**src/rtl/uart_tx_slow.sv**
```systemverilog
// Oversampled-clock UART transmitter: valid/ready word in, start + data (LSB first)
// + optional parity + stop bits out on a registered, idle-high tx line.
module uart_tx_slow #(
    parameter int    DATA_WIDTH   = 8,
    parameter string PARITY_CHECK = "NONE",
    parameter int    CLK_FREQ     = 50000000,
    parameter int    BAUD_RATE    = 9600,
    parameter int    STOP_BITS    = 1
) (
    input  logic                  clk,
    input  logic                  rst,
    input  logic                  i_vld,
    input  logic [DATA_WIDTH-1:0] i_data,
    output logic                  o_rdy,
    output logic                  tx,
    output logic                  busy
);

    localparam int BIT_CYCLES = CLK_FREQ / BAUD_RATE;
    localparam int CNT_W      = (BIT_CYCLES < 2) ? 1 : $clog2(BIT_CYCLES);
    localparam int IDX_W      = (DATA_WIDTH < 2) ? 1 : $clog2(DATA_WIDTH);
    localparam bit PAR_EN     = (PARITY_CHECK != "NONE");
    localparam bit PAR_ODD    = (PARITY_CHECK == "ODD");
    localparam logic [CNT_W-1:0] CNT_MAX   = CNT_W'(BIT_CYCLES - 1);
    localparam logic [IDX_W-1:0] DATA_LAST = IDX_W'(DATA_WIDTH - 1);
    localparam logic [IDX_W-1:0] STOP_LAST = IDX_W'(STOP_BITS - 1);

    if (!(PARITY_CHECK == "NONE" || PARITY_CHECK == "ODD" || PARITY_CHECK == "EVEN")) begin : g_bad_parity
        $fatal(1, "uart_tx_slow: illegal PARITY_CHECK %s", PARITY_CHECK);
    end
    if (BIT_CYCLES < 2) begin : g_bad_baud
        $fatal(1, "uart_tx_slow: CLK_FREQ/BAUD_RATE must be at least 2");
    end
    if (DATA_WIDTH < 2) begin : g_bad_width
        $fatal(1, "uart_tx_slow: DATA_WIDTH must be at least 2");
    end
    if (STOP_BITS != 1 && STOP_BITS != 2) begin : g_bad_stop
        $fatal(1, "uart_tx_slow: STOP_BITS must be 1 or 2");
    end
    if (DATA_WIDTH > 8) begin : g_wide_warn
        $warning("uart_tx_slow: DATA_WIDTH above 8 is non-standard");
    end

    typedef enum logic [2:0] {
        S_IDLE,
        S_START,
        S_DATA,
        S_PARITY,
        S_STOP
    } state_e;

    state_e                state_q, state_d;
    logic [CNT_W-1:0]      cnt_q, cnt_d;
    logic [IDX_W-1:0]      idx_q, idx_d;
    logic [DATA_WIDTH-1:0] shreg_q, shreg_d;
    logic                  par_q, par_d;
    logic                  tx_q, tx_d;
    logic                  rdy_q, rdy_d;
    logic                  busy_q, busy_d;

    // NOTE: state registers use non-blocking assignments; the reset is synchronous, so it sits inside the clocked branch.
    always_ff @(posedge clk) begin
        if (rst) begin
            state_q <= S_IDLE;
            cnt_q   <= '0;
            idx_q   <= '0;
            shreg_q <= '0;
            par_q   <= 1'b0;
            tx_q    <= 1'b1;
            rdy_q   <= 1'b0;
            busy_q  <= 1'b0;
        end else begin
            state_q <= state_d;
            cnt_q   <= cnt_d;
            idx_q   <= idx_d;
            shreg_q <= shreg_d;
            par_q   <= par_d;
            tx_q    <= tx_d;
            rdy_q   <= rdy_d;
            busy_q  <= busy_d;
        end
    end

    logic cnt_last;
    assign cnt_last = (cnt_q == '0);

    // NOTE: every next-state signal gets its hold value first so no path infers a latch.
    always_comb begin
        state_d = state_q;
        cnt_d   = cnt_q;
        idx_d   = idx_q;
        shreg_d = shreg_q;
        par_d   = par_q;
        tx_d    = tx_q;
        rdy_d   = rdy_q;
        busy_d  = busy_q;

        if (state_q != S_IDLE && !cnt_last) begin
            cnt_d = cnt_q - CNT_W'(1);
        end

        unique case (state_q)
            S_IDLE: begin
                tx_d   = 1'b1;
                rdy_d  = 1'b1;
                busy_d = 1'b0;
                if (i_vld && rdy_q) begin
                    shreg_d = i_data;
                    par_d   = PAR_ODD ? ~^i_data : ^i_data;
                    state_d = S_START;
                    tx_d    = 1'b0;
                    rdy_d   = 1'b0;
                    busy_d  = 1'b1;
                    cnt_d   = CNT_MAX;
                    idx_d   = '0;
                end
            end
            S_START: begin
                if (cnt_last) begin
                    state_d = S_DATA;
                    tx_d    = shreg_q[0];
                    cnt_d   = CNT_MAX;
                end
            end
            S_DATA: begin
                if (cnt_last) begin
                    cnt_d = CNT_MAX;
                    if (idx_q == DATA_LAST) begin
                        idx_d   = '0;
                        state_d = PAR_EN ? S_PARITY : S_STOP;
                        tx_d    = PAR_EN ? par_q : 1'b1;
                    end else begin
                        idx_d   = idx_q + IDX_W'(1);
                        shreg_d = shreg_q >> 1;
                        tx_d    = shreg_q[1];
                    end
                end
            end
            S_PARITY: begin
                if (cnt_last) begin
                    state_d = S_STOP;
                    tx_d    = 1'b1;
                    cnt_d   = CNT_MAX;
                end
            end
            S_STOP: begin
                // The bit index is reused to count stop bits so the period counter stays one bit-period wide.
                if (cnt_last) begin
                    if (idx_q == STOP_LAST) begin
                        state_d = S_IDLE;
                        idx_d   = '0;
                        rdy_d   = 1'b1;
                        busy_d  = 1'b0;
                    end else begin
                        idx_d = idx_q + IDX_W'(1);
                        cnt_d = CNT_MAX;
                    end
                end
            end
            default: begin
                state_d = S_IDLE;
            end
        endcase
    end

    assign o_rdy = rdy_q;
    assign tx    = tx_q;
    assign busy  = busy_q;

endmodule

```
**config.mk**
```make
export PLATFORM = sky130hd
export DESIGN_NAME = uart_tx_slow
export DESIGN_NICKNAME = d
export VERILOG_FILES = /design/src/rtl/uart_tx_slow.sv
export SDC_FILE = /design/constraint.sdc
export NUM_CORES = 1
export LEC_CHECK = 0
export BUFFER_PORTS_ARGS = -buffer_cell sky130_fd_sc_hd__buf_2
export CAP_MARGIN = 20
export CELL_PAD_IN_SITES_DETAIL_PLACEMENT = 0
export CELL_PAD_IN_SITES_GLOBAL_PLACEMENT = 1
export CORE_ASPECT_RATIO = 0.9
export CORE_UTILIZATION = 44
export DETAILED_ROUTE_END_ITERATION = 12
export HOLD_SLACK_MARGIN = 0.1
export PLACE_DENSITY_LB_ADDON = 0.1
export REMOVE_ABC_BUFFERS = 1
export SLEW_MARGIN = 40
export SYNTH_ARGS = -nofsm -noshare
export SYNTH_HDL_FRONTEND = slang
export SYNTH_SLANG_ARGS = --single-unit
```
**constraint.sdc**
```tcl
create_clock -name clk -period 3 [get_ports clk]
set_input_delay 0.6 -clock clk [delete_from_list [all_inputs] [get_ports clk]]
set_output_delay 0.6 -clock clk [all_outputs]
set_load 0.005 [all_outputs]
```
==> impl_metrics.env <==
export IMPL_finalHoldViolCount=0
export IMPL_dieArea_um2=3780
export IMPL_syn_area_per_cell_um2=8.505
export IMPL_r2r_end="shreg_q[1]$_SDFFE_PP0P_"
export IMPL_maxSlewHeadroom_pct=49.37
export IMPL_hpwl_mm=2.234
export IMPL_grt_antenna_before_repair=0
export IMPL_die_h_um=58.43
export IMPL_synth_common_cells="30 x dfxtp_1, 25 x nor2_1, 17 x a21oi_1"
export IMPL_drt_initial_drc_count=74
export IMPL_globalRouteTotalUtil_pct=19.08
export IMPL_r2r_cells=5
export IMPL_path_class="reg2reg"
export IMPL_cts_hold_fix_buffers=0
export IMPL_path_max_fanout=14
export IMPL_crit_chain="or4_1 -> or4b_4 -> o22ai_4 -> nor2_1 -> a211oi_1"
export IMPL_p_per_area_nw_per_um2=1112
export IMPL_grt_first_pass_wirelength_mm=5.492
export IMPL_start_kind="flop"
export IMPL_setup_tns_ps=0
export IMPL_timing_rr_start="cnt_q[6]$_SDFF_PP0_"
export IMPL_worst_path_max_delay_cell="or4b_4"
export IMPL_setup_ws_ps=596.2
export IMPL_vias=1305
export IMPL_maxCapViolCount=0
export IMPL_root_buffer="clkbuf_8"
export IMPL_clkLatencyLatePin_ps=280
export IMPL_max_freq_mhz=416.0
export IMPL_layout_drive_gt1_share_pct=15.98
export IMPL_crit_arrival_ps=2600
export IMPL_yosysMostFrequentCell="dfxtp_1"
export IMPL_ctsResizeCount=0
export IMPL_synth_area_top_cells="dfxtp_1 39%, nor2_1 6.0%, a21oi_1 5.5%"
export IMPL_diodes=0
export IMPL_async_flop_share_pct=0
export IMPL_clock_sinks=30
export IMPL_status="complete, no violations"
export IMPL_endpoint="shreg_q[1]$_SDFFE_PP0P_"
export IMPL_row_count=20
export IMPL_ys_seq_elements=30
export IMPL_reg2reg_setup_slack_ps=600
export IMPL_hold_class="reg2reg"
export IMPL_peakVddDrop_mv=0.5151
export IMPL_power_leakage_uw=0.0006285
export IMPL_yosysTopAreaCellShare_pct=38.59
export IMPL_cts_tree="done"
export IMPL_ant_nets=0
export IMPL_cts_max_level=2
export IMPL_syn_area_um2=1556
export IMPL_yosys_warnings=0
export IMPL_end_kind="flop"
export IMPL_fin_crit_sh_pct=80.13
export IMPL_ys_types=41
export IMPL_area_growth_pct=13.99
export IMPL_synth_ff_type="dfxtp_1"
export IMPL_rsz0062_at_grt="no"
export IMPL_setup_violations_final=0
export IMPL_synth_largest_area_cell="dfxtp_1"
export IMPL_slew_violations=0
export IMPL_grt_overflow=0
export IMPL_wl_mm=3.124
export IMPL_die_w_um=64.70
export IMPL_clock_skew_ps=5.037
export IMPL_cts_path_max_buffers=2
export IMPL_seq_area_frac_synth_pct=38.59
export IMPL_cts_buffers=5
export IMPL_ioPinCount=14
export IMPL_wire_per_inst_um=13.13
export IMPL_cts_setup_buffers=0
export IMPL_period_needed_ps=2404
export IMPL_critPathMaxStageDelay_ps=700
export IMPL_finish_net_count=208
export IMPL_cp_required_ps=3190
export IMPL_fillers=325
export IMPL_place_ws_ps=600.6
export IMPL_io_buffers=13
export IMPL_worst_pin_slew_ps=756.7
export IMPL_worstHoldStart="idx_q[1]$_SDFFE_PP0P_"
export IMPL_grt_max_degree=26
export IMPL_crit_start="cnt_q[6]$_SDFF_PP0_"
export IMPL_drc=0
export IMPL_initial_core_util_pct=46.07
export IMPL_fp_coreArea_um2=3378
export IMPL_clkTransAtPathRegs_ps=70
export IMPL_syn_inst=183
export IMPL_synth_edf_count=0
export IMPL_dr_pass1_iters=4
export IMPL_grt_pass1_vias=1192
export IMPL_place_congestion=0.7872
export IMPL_drt_vias_per_instance=5.483
-- metal layers --
layer	GRT usage (%)	wire, um
met5	0	0
met4	5.714	39
met3	5.233	138
met2	27.37	1257
met1	27.76	1688
-- kinds of logic (layout without fill, tap and decap cells) --
logic type	after synthesis	in the layout	synth area share (%)
AND/OR/NAND/NOR	75	75	26.04
AO/OA/AOI/OAI	42	42	18.25
flip-flops	30	30	38.59
buffers and inverters	17	28	4.822
multiplexers	8	8	5.145
XOR/XNOR	7	7	3.939
adder cells (fa/ha/maj)	4	4	3.216
-- area by class of cell --
| cell class | instances | area (um^2) | area share [%] |
|---|---|---|---|
| inverters | 6 | 22.52 | 1.269 |
| flip-flops and latches | 30 | 600.6 | 33.85 |
| multi-input cells | 136 | 880.8 | 49.65 |
| repair buffers | 14 | 72.57 | 4.090 |
| clock buffers | 6 | 82.58 | 4.654 |
| well taps | 44 | 55.05 | 3.103 |
| clock inverters | 2 | 60.06 | 3.385 |
-- layout by cell type, fill, tap and decap left out, types with 3 or more instances in the layout --
cell | synthesis | routed
xnor2_1 | 5 | 5
a211oi_1 | 5 | 5
nand2b_1 | 4 | 4
nor4_1 | 4 | 4
a211oi_2 | 3 | 3
inv_1 | 6 | 6
buf_2 | 3 | 13
a21oi_1 | 17 | 17
ha_1 | 4 | 4
nand3_1 | 6 | 6
mux2i_1 | 8 | 8
or3_1 | 5 | 5
dfxtp_1 | 30 | 30
nand2_1 | 8 | 8
clkbuf_8 | 0 | 6
nor2_1 | 25 | 25
nor3_1 | 7 | 7
o21ai_0 | 6 | 6
-- power breakdown --
part	switching [uW]	leakage, uW	total (uW)	internal [uW]
combinational	495	0.000312	843	347
clock	150	0.0000714	504	354
sequential	110	0.000245	627	517
-- worst min path at each step --
| stage | cells past startpoint | to | slack (ps) |
|---|---|---|---|
| final | 2 | idx_q[1]$_SDFFE_PP0P_ | 480 |
| after global routing | 2 | idx_q[1]$_SDFFE_PP0P_ | 500 |
| after CTS | 2 | idx_q[0]$_SDFFE_PP0P_ | 480 |
| after detailed placement | 2 | idx_q[0]$_SDFFE_PP0P_ | 470 |
| after global placement | 2 | o_rdy$_SDFFE_PP0P_ | 460 |
| after floorplan | 2 | idx_q[1]$_SDFFE_PP0P_ | 440 |
-- registers in the layout (all words and copies together) (netlist names) --
signal / count
cnt_q: 13
shreg_q: 8
idx_q: 3
state_q: 3
busy: 1
o_rdy: 1
tx: 1
-- through the flow --
stage / area, um^2 / instances / power [uW] / util (%) / hold slack [ps]
5_1_grt: 1774 / 238 / 2129 / 52.52 / 502.8
2_1_floorplan: 1504 / 172 / 1259 / - / 442.5
3_5_place_dp: 1632 / 230 / 1473 / 48.30 / 471.8
4_1_cts: 1774 / 238 / 1984 / 52.52 / 480.1
6_report: 1774 / 238 / 1974 / 52.52 / 477.3
3_3_place_gp: 1632 / 230 / 1459 / 48.30 / 457.1
-- worst max-delay path: cells and delay by family (launching register included) --
family          cells  cell delay, ps
simple gates        3            1390
compound gates      2             570
flops               1             360
(Power assumes the default switching activity.)
